==> src/rtl/mod_step_counter.sv <==
// Step counter: debounced push-button and gated auto tick each add one to a 4-bit count; also a free-running display refresh strobe.
// Press to step_pulse is 2 + DEBOUNCE_CYCLES + 1 clocks, count follows one clock later; no backpressure, every event is taken.
module mod_step_counter #(
    parameter int DEBOUNCE_CYCLES = 16,
    parameter int REFRESH_DIV     = 4,
    parameter int AUTO_DIV        = 8
) (
    input  logic       clk,
    input  logic       reset,
    input  logic       btn_step,
    input  logic       auto_en,
    output logic [3:0] count,
    output logic       step_pulse,
    output logic       wrap,
    output logic       refresh_tick
);
    localparam int DCW = $clog2(DEBOUNCE_CYCLES);
    localparam int AW  = $clog2(AUTO_DIV);
    localparam int RW  = $clog2(REFRESH_DIV);

    typedef enum logic [1:0] {
        IDLE,
        PRESS_WAIT,
        PRESSED,
        RELEASE_WAIT
    } state_t;

    logic [1:0]     r_sync;
    logic [1:0]     r_sync_vld;
    logic           r_armed;
    state_t         r_state;
    state_t         w_state_nxt;
    logic [DCW-1:0] r_dcnt;
    logic           w_dcnt_done;
    logic           w_fire;
    logic           w_btn_s;
    logic [AW-1:0]  r_acnt;
    logic           w_auto_tick;
    logic           w_inc;
    logic [RW-1:0]  r_rcnt;
    logic           r_step_pulse;
    logic           r_wrap;
    logic           r_refresh_tick;
    logic [3:0]     r_count;

    assign w_btn_s = r_sync[1];

    // A press held across reset must be released before it can count, so the
    // FSM is armed only after a genuine low sample has passed the synchronizer.
    always_ff @(posedge clk or negedge reset) begin
        if (!reset) begin
            r_sync     <= '0;
            r_sync_vld <= '0;
            r_armed    <= 1'b0;
        end else begin
            r_sync     <= {r_sync[0], btn_step};
            r_sync_vld <= {r_sync_vld[0], 1'b1};
            if (r_sync_vld[1] && !w_btn_s) begin
                r_armed <= 1'b1;
            end
        end
    end

    assign w_dcnt_done = (r_dcnt == DCW'(DEBOUNCE_CYCLES - 1));

    always_comb begin
        w_state_nxt = r_state;
        w_fire      = 1'b0;
        case (r_state)
            IDLE: begin
                if (w_btn_s && r_armed) begin
                    w_state_nxt = PRESS_WAIT;
                end
            end
            PRESS_WAIT: begin
                if (!w_btn_s) begin
                    w_state_nxt = IDLE;
                end else if (w_dcnt_done) begin
                    w_state_nxt = PRESSED;
                    w_fire      = 1'b1;
                end
            end
            PRESSED: begin
                if (!w_btn_s) begin
                    w_state_nxt = RELEASE_WAIT;
                end
            end
            RELEASE_WAIT: begin
                if (w_btn_s) begin
                    w_state_nxt = PRESSED;
                end else if (w_dcnt_done) begin
                    w_state_nxt = IDLE;
                end
            end
            default: w_state_nxt = IDLE;
        endcase
    end

    always_ff @(posedge clk or negedge reset) begin
        if (!reset) begin
            r_state      <= IDLE;
            r_dcnt       <= '0;
            r_step_pulse <= 1'b0;
        end else begin
            r_state      <= w_state_nxt;
            r_step_pulse <= w_fire;
            if (w_state_nxt != r_state) begin
                r_dcnt <= '0;
            end else if (r_state == PRESS_WAIT || r_state == RELEASE_WAIT) begin
                r_dcnt <= r_dcnt + DCW'(1);
            end
        end
    end

    // The auto divider free-runs so toggling auto_en never shifts its phase.
    assign w_auto_tick = auto_en && (r_acnt == AW'(AUTO_DIV - 1));
    assign w_inc       = r_step_pulse || w_auto_tick;

    always_ff @(posedge clk or negedge reset) begin
        if (!reset) begin
            r_acnt  <= '0;
            r_count <= '0;
            r_wrap  <= 1'b0;
        end else begin
            if (r_acnt == AW'(AUTO_DIV - 1)) begin
                r_acnt <= '0;
            end else begin
                r_acnt <= r_acnt + AW'(1);
            end
            if (w_inc) begin
                r_count <= r_count + 4'd1;
            end
            r_wrap <= w_inc && (r_count == 4'hF);
        end
    end

    always_ff @(posedge clk or negedge reset) begin
        if (!reset) begin
            r_rcnt         <= '0;
            r_refresh_tick <= 1'b0;
        end else begin
            if (r_rcnt == RW'(REFRESH_DIV - 1)) begin
                r_rcnt <= '0;
            end else begin
                r_rcnt <= r_rcnt + RW'(1);
            end
            r_refresh_tick <= (r_rcnt == RW'(REFRESH_DIV - 1));
        end
    end

    assign count        = r_count;
    assign step_pulse   = r_step_pulse;
    assign wrap         = r_wrap;
    assign refresh_tick = r_refresh_tick;

endmodule

==> config.mk <==
export PLATFORM = sky130hd
export DESIGN_NAME = mod_step_counter
export DESIGN_NICKNAME = d
export VERILOG_FILES = /design/src/rtl/mod_step_counter.sv
export SDC_FILE = /design/constraint.sdc
export NUM_CORES = 1
export LEC_CHECK = 0
export ABC_CLOCK_PERIOD_IN_PS = 1550
export BUFFER_PORTS_ARGS = -buffer_cell sky130_fd_sc_hd__buf_2
export CAP_MARGIN = 20
export CORE_MARGIN = 4
export CORE_UTILIZATION = 40
export DETAILED_ROUTE_END_ITERATION = 7
export GPL_TIMING_DRIVEN = 0
export PLACE_DENSITY = 0.59
export SETUP_SLACK_MARGIN = 0.02
export SLEW_MARGIN = 20
export SYNTH_ARGS = -nofsm -noshare
export SYNTH_HDL_FRONTEND = slang
export SYNTH_SLANG_ARGS = --single-unit
export TNS_END_PERCENT = 1
==> constraint.sdc <==
create_clock -name clk -period 1.55 [get_ports clk]
set_input_delay 0.155 -clock clk [delete_from_list [all_inputs] [get_ports clk]]
set_output_delay 0.155 -clock clk [all_outputs]
set_load 0.005 [all_outputs]
==> impl_metrics.tcl <==
set metrics [dict create \
    maxSlewViolCount 0 \
    ys_top_cells_by_count "dfrtp_1, nand2_1, ha_1, nor2_1, nor3_1" \
    worst_path_arrival_time_ns 1.54 \
    post_synth_instance_area_um2 948 \
    end_kind "flip-flop" \
    grt-ovfl-total 0 \
    synth_largest_type_area_fraction_pct 60.7 \
    routabilityCongestion 0.718 \
    core_um2 2230 \
    synth.largest_area_cell "dfrtp_1" \
    postSynthCellCount 75 \
    report.final.setup_viol 0 \
    ys.warnings.count 0 \
    ordered_cell_list_for_the_critical_path "ha_1 -> ha_1 -> a21o_1 -> nand2_1 -> xnor2_1" \
    grt_pass1_vias 602 \
    cts_tree "done" \
    grt_first_pass_wirelength_mm 2.50 \
    num_rows 17 \
    synth-edff-count 0 \
    antenna_cells 0 \
    powerDensity_nw_per_um2 1000 \
    cts_max_path_buffers 2 \
    critical_path.startpoint_type "flip-flop" \
    synth-async-reset-ratio_pct 100 \
    clockRootBuffer "clkbuf_4" \
    grt_max_degree 24 \
    timing.critical_path.slowest_stage_cell "dfrtp_1" \
    crit_top_cell "ha_1" \
    final_critical_path_time_including_i_o_delays_and_setup_ns 1.30 \
    detail_route.vias_per_cell 4.92 \
    timing.clock.skew_ns 0.00163 \
    design_power_total_uw 1080 \
    status "completed" \
    crit_buf_inv 0 \
    syn2layout_area_growth_pct 14.0 \
    power.ir.vdd_worst_mv 0.633 \
    wl_mm 1.39 \
    ys_ff_latch 23 \
    cts_inserted_buffers 3 \
    ys_top_cells_by_area "dfrtp_1, ha_1, nand2_1" \
    cts_post_setup_buffers_inserted 0 \
    numPortBuffers 10 \
    first_iter_violations 6 \
    timing_worst_setup_path_type "flip-flop to flip-flop" \
    antenna_violations_before_repair 0 \
    antenna_violating_nets_post_route 0 \
    post_synthesis_cell_type_count 29 \
    drcViolationCount 0 \
    ys.flop_type "dfrtp_1" \
    fillCellCount 208 \
    synth_nets 84 \
    unrepaired_setup_endpoints_after_global_routing "false" \
    critical_path_required_ns 1.80 \
    clock_sink_count 23 \
    fmaxAchievable_mhz 772 \
    synth_area_per_cell_um2 12.6 \
    final_nets 101 \
    clk_transition_reported_paths_ns 0.12 \
    initial_utilization_pct 42.5 \
    die-width_um 56.7 \
    wire_length_per_cell_after_detailed_routing_um 11.7 \
    timing.critical_path.fanout_max 3 \
    detailed_route_via_count 586 \
    floorplan.io_pins 11 \
    cts_htree_levels 1 \
    leakage_uw 0.000536 \
    firstDrtPassIters 4 \
    number_of_endpoints_with_negative_hold_slack_in_the_final_report 0 \
    fin_tns_setup_ns 0 \
    gr-usage-all-layers_pct 10.3 \
    place_hpwl_um 982 \
    cpPeakStageDelay_ns 0.40 \
    worst_skew_pair.late_latency_ns 0.31 \
    fp.dieArea_um2 3210 \
    synth_most_common_cell "dfrtp_1" \
    cpLargestDelayFamily "adder cells" \
    post_route_cells_drive_above_1_share_pct 23.1 \
    timing.final.crit_share_pct 83.6 \
    die-height_um 56.7 \
    fin_hold_ws_ns 0.150 \
    min-delay-path-class "input port to flip-flop" \
    yosysSeqAreaShare_pct 60.7 \
    drv.max_cap_violation_count 0 \
]
-- cell type report --
class	count	area [um2]	area share, %
clock buffer	3	22.5	2.08
buffer	2	16.3	1.50
timing repair buffer	12	70.1	6.48
clock inverter	1	5.00	0.463
multi-input combinational	48	349	32.3
inverter	2	7.51	0.694
tap	28	35.0	3.24
sequential	23	576	53.2
-- layout by cell type, fill, tap and decap left out, types with 2 or more instances in the layout --
cell type | synthesis | layout
nand4_1 | 2 | 2
nor2_1 | 4 | 4
nand2_1 | 8 | 8
ha_1 | 5 | 5
clkbuf_4 | 0 | 3
a21o_1 | 2 | 2
a21oi_1 | 2 | 2
dlygate4sd3_1 | 0 | 2
xnor2_1 | 3 | 3
xor2_1 | 2 | 2
mux2i_1 | 2 | 2
nor3_1 | 4 | 4
dfrtp_1 | 23 | 23
buf_2 | 1 | 11
-- state kept, by name, indices dropped and copies added, names as in the netlist --
name / count
count: 4
r_dcnt: 4
r_sync: 2
r_sync_vld: 2
r_armed: 1
r_acnt: 3
wrap: 1
step_pulse: 1
r_rcnt: 2
refresh_tick: 1
r_state: 2
-- per-stage QoR --
step	cell area, um2	utilization, %	cells	setup slack, ns
floorplan	948	-	75	0.351
global placement	1030	46.3	113	0.300
detailed placement	1030	46.3	113	0.273
CTS	1080	48.4	119	0.240
global route	1080	48.4	119	0.156
finish	1080	48.4	119	0.254
-- cells by family after synthesis --
family	Yosys count	synth area share [%]
xor gates and xnor gates	6	6.33
and+or+nand+nor	24	14.1
DFF	23	60.7
buffers and inverters	4	2.51
other	1	0.395
muxes	2	2.11
adders and majority gates	5	6.60
AOI/OAI and AO/OA	10	7.26
-- final timing paths --
kind,from,endpoint,slack (ns),cells after the start
worst max-delay path,r_acnt[0],count[2],0.25,5
worst min-delay path,auto_en,count[1],0.15,4
worst max register to register,r_acnt[0],count[2],0.25,5
worst min register to register,r_sync[0],r_sync[1],0.37,0
max in group asynchronous,reset,r_dcnt[2],0.88,2
min in group asynchronous,reset,r_acnt[2],0.34,2
-- power breakdown --
group | switching (uW) | internal, uW | leakage, uW
sequential | 39.6 | 640 | 0.000289
clock | 178 | 96.5 | 0.0000177
combinational | 62.7 | 66.1 | 0.000229
total | 280 | 803 | 0.000536
-- layer usage --
metal  GRT usage (%)  share of wire (%)
met1            11.2                 43
met5               0                  0
met2            17.3                 51
met3            2.76                3.9
met4            7.12                1.9
-- worst reg2reg max path, delay by kind of cell (launching register included) --
family	cells	cell delay, ns
AOI/OAI and AO/OA	1	0.19
adders and majority gates	2	0.41
and+or+nand+nor	1	0.10
xor gates and xnor gates	1	0.12
DFF	1	0.40
-- what timing repair did --
| item | 4_1_cts | 5_1_grt |
|---|---|---|
| resized for setup | 0 | 0 |
| hold buffers | 2 | 0 |
| endpoints found under the hold margin | 24 | 0 |
Note: power is estimated with default switching activity, not from simulation.
